<file path="config.mk">
export PLATFORM = sky130hd
export DESIGN_NAME = gamepad_scanner_flat
export DESIGN_NICKNAME = d
export VERILOG_FILES = /design/src/rtl/gamepad_scanner_pkg.sv /design/src/rtl/gamepad_scanner_if.sv /design/src/rtl/gamepad_scanner_pad_debounce.sv /design/src/rtl/gamepad_scanner.sv /design/src/flat_wrapper.sv
export SDC_FILE = /design/constraint.sdc
export NUM_CORES = 1
export LEC_CHECK = 0
export BUFFER_PORTS_ARGS = -buffer_cell sky130_fd_sc_hd__buf_2
export CAP_MARGIN = 5
export CORE_MARGIN = 5
export CORE_UTILIZATION = 60
export CTS_CLUSTER_SIZE = 30
export DETAILED_ROUTE_END_ITERATION = 7
export PLACE_DENSITY = 0.8
export SLEW_MARGIN = 20
export SYNTH_ARGS = -nofsm -noshare
export SYNTH_HDL_FRONTEND = slang
export SYNTH_SLANG_ARGS = --single-unit
</file>
<file path="constraint.sdc">
create_clock -name Clock50 -period 3 [get_ports Clock50]
set_input_delay 0.6 -clock Clock50 [delete_from_list [all_inputs] [get_ports Clock50]]
set_output_delay 0.6 -clock Clock50 [all_outputs]
set_load 0.01 [all_outputs]
</file>
<file path="src/rtl/gamepad_scanner_pkg.sv">
// Shared definitions for the gamepad scanner.
//  - Button bit positions inside one pad's 12-bit word.
//  - Pin bit positions inside one pad's 6-bit pin group.
//  - Scan FSM state encoding.
package gamepad_scanner_pkg;

  localparam int BTN_W = 12;
  localparam int PIN_W = 6;

  // Button word, LSB first: Up,Down,Left,Right,B,C,A,Start,Z,Y,X,Mode
  localparam int BTN_UP    = 0;
  localparam int BTN_DOWN  = 1;
  localparam int BTN_LEFT  = 2;
  localparam int BTN_RIGHT = 3;
  localparam int BTN_B     = 4;
  localparam int BTN_C     = 5;
  localparam int BTN_A     = 6;
  localparam int BTN_START = 7;
  localparam int BTN_Z     = 8;
  localparam int BTN_Y     = 9;
  localparam int BTN_X     = 10;
  localparam int BTN_MODE  = 11;

  // Pin group, LSB first: Pino1,Pino2,Pino3,Pino4,Pino6,Pino9
  localparam int PIN_1 = 0;
  localparam int PIN_2 = 1;
  localparam int PIN_3 = 2;
  localparam int PIN_4 = 3;
  localparam int PIN_6 = 4;
  localparam int PIN_9 = 5;

  typedef enum logic [1:0] {
    ST_IDLE   = 2'd0,
    ST_SCAN   = 2'd1,
    ST_UPDATE = 2'd2
  } scan_state_t;

endpackage

</file>
<file path="src/rtl/gamepad_scanner_if.sv">
// Pad/video-side bundle of the gamepad scanner.
//  v_sync      : VGA vertical sync, active-low, its falling edge starts a scan
//  Pinos       : raw pad pins, 6 per pad, active-low
//  Select      : shared pad select line, idle high
//  Saidas      : debounced button levels, 12 per pad, 1 = pressed
//  Pressionado : one-cycle press pulses, 12 per pad
//  Presente    : pad detected on the last scan, 1 per pad
//  SeisBotoes  : pad identified as 6-button on the last scan, 1 per pad
//  scan_done   : one-cycle pulse when the outputs update
//  overrun     : sticky, v_sync edge seen while a scan was running
// master = the pads/video side, slave = the scanner.
interface gamepad_scanner_if #(
  parameter int N_PADS = 2
);
  import gamepad_scanner_pkg::*;

  logic                    v_sync;
  logic [PIN_W*N_PADS-1:0] Pinos;
  logic                    Select;
  logic [BTN_W*N_PADS-1:0] Saidas;
  logic [BTN_W*N_PADS-1:0] Pressionado;
  logic [N_PADS-1:0]       Presente;
  logic [N_PADS-1:0]       SeisBotoes;
  logic                    scan_done;
  logic                    overrun;

  modport master (
    output v_sync, Pinos,
    input  Select, Saidas, Pressionado, Presente, SeisBotoes, scan_done, overrun
  );

  modport slave (
    input  v_sync, Pinos,
    output Select, Saidas, Pressionado, Presente, SeisBotoes, scan_done, overrun
  );

endinterface

</file>
<file path="src/rtl/gamepad_scanner_pad_debounce.sv">
// Per-pad button debouncer.
//  clk, rst_n : clock, asynchronous active-low reset
//  update     : one-cycle strobe, a new raw scan result is valid
//  raw        : this scan's decoded buttons, 1 = pressed
//  held       : debounced levels
//  pressed    : one-cycle pulse on each held 0->1 change, aligned with the commit
// A held bit only follows raw after DEBOUNCE_FRAMES consecutive scans that disagree
// with it; any agreeing scan restarts the count.
module pad_debounce
  import gamepad_scanner_pkg::*;
#(
  parameter int DEBOUNCE_FRAMES = 2
) (
  input  logic             clk,
  input  logic             rst_n,
  input  logic             update,
  input  logic [BTN_W-1:0] raw,
  output logic [BTN_W-1:0] held,
  output logic [BTN_W-1:0] pressed
);

  // The counter only needs to reach DEBOUNCE_FRAMES-1: the scan that would take it to
  // DEBOUNCE_FRAMES commits and clears instead.
  localparam int CNT_W = (DEBOUNCE_FRAMES > 1) ? $clog2(DEBOUNCE_FRAMES) : 1;
  typedef logic [CNT_W-1:0] cnt_t;
  localparam cnt_t CNT_LAST = cnt_t'(DEBOUNCE_FRAMES - 1);
  localparam cnt_t CNT_ONE  = cnt_t'(1);

  genvar gi;
  generate
    for (gi = 0; gi < BTN_W; gi++) begin : g_bit
      cnt_t cnt_reg;
      logic held_reg;
      logic pressed_reg;

      always_ff @(posedge clk or negedge rst_n) begin
        if (!rst_n) begin
          cnt_reg     <= '0;
          held_reg    <= 1'b0;
          pressed_reg <= 1'b0;
        end else begin
          pressed_reg <= 1'b0;
          if (update) begin
            if (raw[gi] != held_reg) begin
              if (cnt_reg == CNT_LAST) begin
                held_reg    <= raw[gi];
                cnt_reg     <= '0;
                pressed_reg <= raw[gi];
              end else begin
                cnt_reg <= cnt_reg + CNT_ONE;
              end
            end else begin
              cnt_reg <= '0;
            end
          end
        end
      end

      assign held[gi]    = held_reg;
      assign pressed[gi] = pressed_reg;
    end
  endgenerate

endmodule

</file>
<file path="src/rtl/gamepad_scanner.sv">
// Multi-pad Mega Drive-style gamepad scanner.
//  Clock50 : system clock
//  Reset   : asynchronous active-low reset; aborts a scan in progress
//  bus     : gamepad_scanner_if.slave (v_sync, Pinos in; Select, Saidas,
//            Pressionado, Presente, SeisBotoes, scan_done, overrun out)
// Once per v_sync falling edge the shared Select line walks through P phases
// (8 for 6-button, 2 for 3-button), each SETTLE_CYCLES long; synchronised pins are
// sampled on the last clock of each phase and decoded per pad. One UPDATE clock then
// commits presence flags and feeds each pad's debouncer.
module gamepad_scanner
  import gamepad_scanner_pkg::*;
#(
  parameter int N_PADS          = 2,
  parameter int SIX_BUTTON      = 1,
  parameter int SETTLE_CYCLES   = 50,
  parameter int DEBOUNCE_FRAMES = 2
) (
  input  logic             Clock50,
  input  logic             Reset,
  gamepad_scanner_if.slave bus
);

  localparam int N_PHASES = (SIX_BUTTON != 0) ? 8 : 2;
  localparam int SET_W    = $clog2(SETTLE_CYCLES);
  typedef logic [SET_W-1:0] settle_t;
  localparam settle_t    SETTLE_LAST = settle_t'(SETTLE_CYCLES - 1);
  localparam settle_t    SETTLE_ONE  = settle_t'(1);
  localparam logic [2:0] PHASE_LAST  = 3'(N_PHASES - 1);

  // Synchronisers. v_sync idles high, so reset the chain high to avoid a false edge.
  logic [PIN_W*N_PADS-1:0] pins_meta_reg, pins_sync_reg;
  logic vs_meta_reg, vs_sync_reg, vs_prev_reg;

  always_ff @(posedge Clock50 or negedge Reset) begin
    if (!Reset) begin
      pins_meta_reg <= '1;
      pins_sync_reg <= '1;
      vs_meta_reg   <= 1'b1;
      vs_sync_reg   <= 1'b1;
      vs_prev_reg   <= 1'b1;
    end else begin
      pins_meta_reg <= bus.Pinos;
      pins_sync_reg <= pins_meta_reg;
      vs_meta_reg   <= bus.v_sync;
      vs_sync_reg   <= vs_meta_reg;
      vs_prev_reg   <= vs_sync_reg;
    end
  end

  logic vs_fall;
  assign vs_fall = vs_prev_reg & ~vs_sync_reg;

  // Scan FSM
  scan_state_t state_reg;
  logic [2:0]  phase_reg;
  settle_t     settle_reg;
  logic        select_reg;
  logic        scan_done_reg;
  logic        overrun_reg;

  always_ff @(posedge Clock50 or negedge Reset) begin
    if (!Reset) begin
      state_reg     <= ST_IDLE;
      phase_reg     <= 3'd0;
      settle_reg    <= '0;
      select_reg    <= 1'b1;
      scan_done_reg <= 1'b0;
      overrun_reg   <= 1'b0;
    end else begin
      scan_done_reg <= 1'b0;
      // Edges during a scan are dropped, only remembered here.
      if (vs_fall && state_reg != ST_IDLE) begin
        overrun_reg <= 1'b1;
      end
      case (state_reg)
        ST_IDLE: begin
          if (vs_fall) begin
            state_reg  <= ST_SCAN;
            phase_reg  <= 3'd0;
            settle_reg <= '0;
            select_reg <= 1'b1;
          end
        end
        ST_SCAN: begin
          if (settle_reg == SETTLE_LAST) begin
            settle_reg <= '0;
            if (phase_reg == PHASE_LAST) begin
              state_reg  <= ST_UPDATE;
              select_reg <= 1'b1;
            end else begin
              phase_reg  <= phase_reg + 3'd1;
              // Select for phase k+1 is ~(k+1)[0], which equals k[0].
              select_reg <= phase_reg[0];
            end
          end else begin
            settle_reg <= settle_reg + SETTLE_ONE;
          end
        end
        ST_UPDATE: begin
          state_reg     <= ST_IDLE;
          phase_reg     <= 3'd0;
          scan_done_reg <= 1'b1;
        end
        default: begin
          state_reg  <= ST_IDLE;
          select_reg <= 1'b1;
        end
      endcase
    end
  end

  logic sample;
  logic update;
  assign sample = (state_reg == ST_SCAN) && (settle_reg == SETTLE_LAST);
  assign update = (state_reg == ST_UPDATE);

  assign bus.Select    = select_reg;
  assign bus.scan_done = scan_done_reg;
  assign bus.overrun   = overrun_reg;

  // Per-pad decode and debounce
  genvar gi;
  generate
    for (gi = 0; gi < N_PADS; gi++) begin : g_pad
      logic [PIN_W-1:0] pins;
      logic [BTN_W-1:0] raw_reg;
      logic [BTN_W-1:0] raw_masked;
      logic [BTN_W-1:0] held;
      logic [BTN_W-1:0] pressed;
      logic             present_reg;
      logic             six_reg;
      logic             presente_reg;
      logic             seis_reg;

      assign pins = pins_sync_reg[gi*PIN_W +: PIN_W];

      always_ff @(posedge Clock50 or negedge Reset) begin
        if (!Reset) begin
          raw_reg      <= '0;
          present_reg  <= 1'b0;
          six_reg      <= 1'b0;
          presente_reg <= 1'b0;
          seis_reg     <= 1'b0;
        end else begin
          if (sample) begin
            case (phase_reg)
              // Select high: Up,Down,Left,Right,B,C map straight onto the pin group.
              // Everything else for this scan starts cleared here.
              3'd0: begin
                raw_reg     <= {{(BTN_W-PIN_W){1'b0}}, ~pins};
                present_reg <= 1'b0;
                six_reg     <= 1'b0;
              end
              // Select low: a connected pad grounds Pino3/Pino4.
              3'd1: begin
                raw_reg[BTN_A]     <= ~pins[PIN_6];
                raw_reg[BTN_START] <= ~pins[PIN_9];
                present_reg        <= ~pins[PIN_3] & ~pins[PIN_4];
              end
              // Third low phase: a 6-button pad grounds Pino1..4.
              3'd5: six_reg <= (pins[PIN_1 +: 4] == 4'b0000);
              // Following high phase: Z,Y,X,Mode on Pino1..4.
              3'd6: raw_reg[BTN_Z +: 4] <= six_reg ? ~pins[PIN_1 +: 4] : 4'b0000;
              default: ;
            endcase
          end
          if (update) begin
            presente_reg <= present_reg;
            seis_reg     <= present_reg & six_reg;
          end
        end
      end

      // An absent pad reads as nothing pressed, whatever its pins float to.
      assign raw_masked = present_reg ? raw_reg : '0;

      pad_debounce #(
        .DEBOUNCE_FRAMES(DEBOUNCE_FRAMES)
      ) u_debounce (
        .clk    (Clock50),
        .rst_n  (Reset),
        .update (update),
        .raw    (raw_masked),
        .held   (held),
        .pressed(pressed)
      );

      assign bus.Saidas[gi*BTN_W +: BTN_W]      = held;
      assign bus.Pressionado[gi*BTN_W +: BTN_W] = pressed;
      assign bus.Presente[gi]                   = presente_reg;
      assign bus.SeisBotoes[gi]                 = seis_reg;
    end
  endgenerate

endmodule

</file>
<file path="src/flat_wrapper.sv">
// flat-port wrapper written by rule: the top's interface ports become plain ports
module gamepad_scanner_flat import gamepad_scanner_pkg::*;
#(
  parameter int N_PADS          = 2,
  parameter int SIX_BUTTON      = 1,
  parameter int SETTLE_CYCLES   = 50,
  parameter int DEBOUNCE_FRAMES = 2
)
  (Clock50, Reset, bus_v_sync, bus_Pinos, bus_Select, bus_Saidas, bus_Pressionado, bus_Presente, bus_SeisBotoes, bus_scan_done, bus_overrun);
  gamepad_scanner_if #(.N_PADS(N_PADS)) bus_i ();
  input  logic Clock50;
  input  logic Reset;
  input wire logic [$bits(bus_i.v_sync)-1:0] bus_v_sync;
  input wire logic [$bits(bus_i.Pinos)-1:0] bus_Pinos;
  output wire logic [$bits(bus_i.Select)-1:0] bus_Select;
  output wire logic [$bits(bus_i.Saidas)-1:0] bus_Saidas;
  output wire logic [$bits(bus_i.Pressionado)-1:0] bus_Pressionado;
  output wire logic [$bits(bus_i.Presente)-1:0] bus_Presente;
  output wire logic [$bits(bus_i.SeisBotoes)-1:0] bus_SeisBotoes;
  output wire logic [$bits(bus_i.scan_done)-1:0] bus_scan_done;
  output wire logic [$bits(bus_i.overrun)-1:0] bus_overrun;
  assign bus_i.v_sync = bus_v_sync;
  assign bus_i.Pinos = bus_Pinos;
  assign bus_Select = bus_i.Select;
  assign bus_Saidas = bus_i.Saidas;
  assign bus_Pressionado = bus_i.Pressionado;
  assign bus_Presente = bus_i.Presente;
  assign bus_SeisBotoes = bus_i.SeisBotoes;
  assign bus_scan_done = bus_i.scan_done;
  assign bus_overrun = bus_i.overrun;
  gamepad_scanner #(.N_PADS(N_PADS), .SIX_BUTTON(SIX_BUTTON), .SETTLE_CYCLES(SETTLE_CYCLES), .DEBOUNCE_FRAMES(DEBOUNCE_FRAMES)) u_core (.Clock50(Clock50), .Reset(Reset), .bus(bus_i));
endmodule
</file>
==> metrics <==
RSZ-0062 raised after global routing=false; Buf+Inv Stages, Crit Path=0; share of layout cells above drive strength 1=25.45%; Static Leak=3.505 nW; P per Cell Area=712.5 nW/um^2; row cnt=37; Power, Total=5.092 mW; cell family with most CP delay=simple AND/OR/NAND/NOR gates; Int Pwr=3.867 mW; post-synth net total=603; Slew HR=47.82%; Critical R2R Capture=u_core.g_pad[1].raw_reg[1]; most frequent cells in the layout=dfrtp_1, buf_2, nand2_1; Worst EP required=3.43 ns; outcome=finished clean; largest net degree at the start of global routing=76; reg2reg start=u_core.state_reg[0]; sum of negative setup slack=0 ns; Setup Buffers After CTS=0; placed insts=716; worst reg-to-reg path cell count=3; hpwl dp=7.975 mm; first-pass GRT wire length=21.23 mm; Yosys cell types=43; Clock Latency Late Sink=0.52 ns; hold buffer count at cts=0; PostCTS Resize Cnt=0; CTS Root Cell=clkbuf_8; Crit path largest cell delay=0.74 ns; combinational group share of total power=8.7%; GR Util met3=5.989%; vias in the first global route=4273; met2 global-route usage=32.62%; Synth Register Bits=145; Tmin final=2.249 ns; crit path DAT=2.68 ns; layout net count=622; worst setup path category=reg -> reg; global route overflow=0; Via Count=4318; height of the chip=112.9 um; DR WL/cell=16.38 um; Synth warnings=0; Worst-path clk slew=0.06 ns; DR DRC count=0; Starting Density=61.53%; sw power=1.225 mW; 1st-iter DRT viols=302; clock skew=0.008699 ns; initial antenna violation count=0; IO Port Bufs=69; EDFF count, synth=0; Seq pwr share=45.4%; die area=12750 um^2; switch share=24.06%; nature of the critical path endpoint=flip-flop; final WL=12.27 mm; CTS Buf Count=17; drt first pass iters=4; GRT Total Usage=20.74%; Worst Max-Slew Pin Slew=0.7827 ns; crit start category=flip-flop; mapped cell area=6352 um^2; top-area cell type share of the netlist area=46.09%; largest cells by area after synthesis=dfrtp_1, dfstp_2, buf_4; Synth Flop Type=dfrtp_1; final cycle utilization of the critical path=74.96%; R2R setup slack=0.75 ns; Clock Power Share=45.9%; GPL Wtd Cong=0.8536; Peak VDD IR=0.4175 mV; Crit-path slowest cell=dfrtp_1; Vias per Instance=5.765; setup ws final=0.7513 ns; clock buffer depth=2; Fin. Hold Viols=0; Post-DRT Antenna Nets=0; Max FO, Critical Path=21; crit-path cells=and4b_1, and3_1, mux2i_1; MaxCap Viol Count=0; dominant cell type by area after synthesis=dfrtp_1; Die W=112.9 um; FFs w/ async S/R, synth=100.0%; setup violators final=0; Setup Slack @ Placement=0.8105 ns; Hold Crit Class=in -> async; routing usage on met1=27.55%; final core occ=69.23%; depth of the CTS H-tree=4; commonest non-fill, non-tap cell in the layout=dfrtp_1; I/O pins=70; CTS tree=done; Clock Sinks=145; Cells after Synth=581; Avg Cell Area, Syn=10.93 um^2; area growth from synthesis to layout=12.51%; Fmax=0.4447 GHz; core area=10320 um^2; grt peak-use layer=met2; Antenna diodes=0; Max Slew Vio Count=0; non-filler cells, final=749; sequential share of the synthesized area=57.67%
==> through the flow <==
stage               hold slack, ns  area, um^2
floorplan                   0.3044        6352
global placement            0.3461        6454
detailed placement          0.3472        6454
CTS                         0.1062        7118
global route                0.1485        7147
finish                     0.09259        7147
==> synth_stat cells, types with 3 or more instances <==
library cell,n
nor2b_1,6
a21oi_1,27
nor3b_1,3
o211ai_1,4
clkbuf_1,17
nor3_1,25
buf_4,53
nor2_1,13
ha_1,7
nand2_1,64
inv_1,17
nand3_1,8
and3_1,26
a21o_1,25
buf_1,7
nor4_1,26
mux2_2,14
a31oi_1,3
dfrtp_1,117
dfstp_2,28
o21ai_0,29
nand3b_1,24
mux2i_1,12
==> power groups by stage <==
stage,Combinational (mW),Sequential [mW],Clock [mW]
6_report,0.445,2.31,2.34
3_5_place_dp,0.432,2.34,0
3_3_place_gp,0.415,2.33,0
4_1_cts,0.444,2.31,2.37
5_1_grt,0.511,2.34,2.47
2_1_floorplan,0.312,2.29,0
==> layer usage <==
metal,vias up,wire [um]
met2,129,5956
li1,2039,-
met1,2120,5214
met3,30,808
met5,-,0
met4,0,292
==> how the worst max path moves through the flow <==
| stage | cells after the start | startpoint | slack (ns) | to |
|---|---|---|---|---|
| floorplan | 3 | u_core.settle_reg[3] | 1.25 | u_core.g_pad[0].raw_reg[10] |
| CTS | 3 | u_core.state_reg[0] | 0.78 | u_core.g_pad[0].raw_reg[2] |
| finish | 3 | u_core.state_reg[0] | 0.75 | u_core.g_pad[1].raw_reg[1] |
| global route | 3 | u_core.state_reg[0] | 0.63 | u_core.g_pad[1].raw_reg[1] |
| global placement | 3 | u_core.state_reg[0] | 0.90 | u_core.g_pad[0].raw_reg[8] |
| detailed placement | 3 | u_core.state_reg[0] | 0.81 | u_core.g_pad[1].raw_reg[10] |
==> cell families (layout without fill, tap and decap cells) <==
| family | Yosys count | in the layout | synth area share [%] |
|---|---|---|---|
| DFF | 145 | 145 | 57.67 |
| muxes | 26 | 26 | 4.373 |
| xor gates and xnor gates | 2 | 2 | 0.2758 |
| and+or+nand+nor | 209 | 209 | 18.12 |
| AOI/OAI and AO/OA | 98 | 98 | 9.494 |
| buffers and inverters | 94 | 126 | 8.686 |
| adders and majority gates | 7 | 7 | 1.379 |
==> area by class of cell <==
cell class	instances	area (um^2)
Sequential cell	145	3665
Tap cell	136	170.2
Clock buffer	19	431.7
Multi-Input combinational cell	342	2140
Inverter	17	63.81
Clock inverter	13	232.7
Timing Repair Buffer	77	444.2
Fill cell	702	3177
Note: power is estimated with default switching activity, not from simulation.
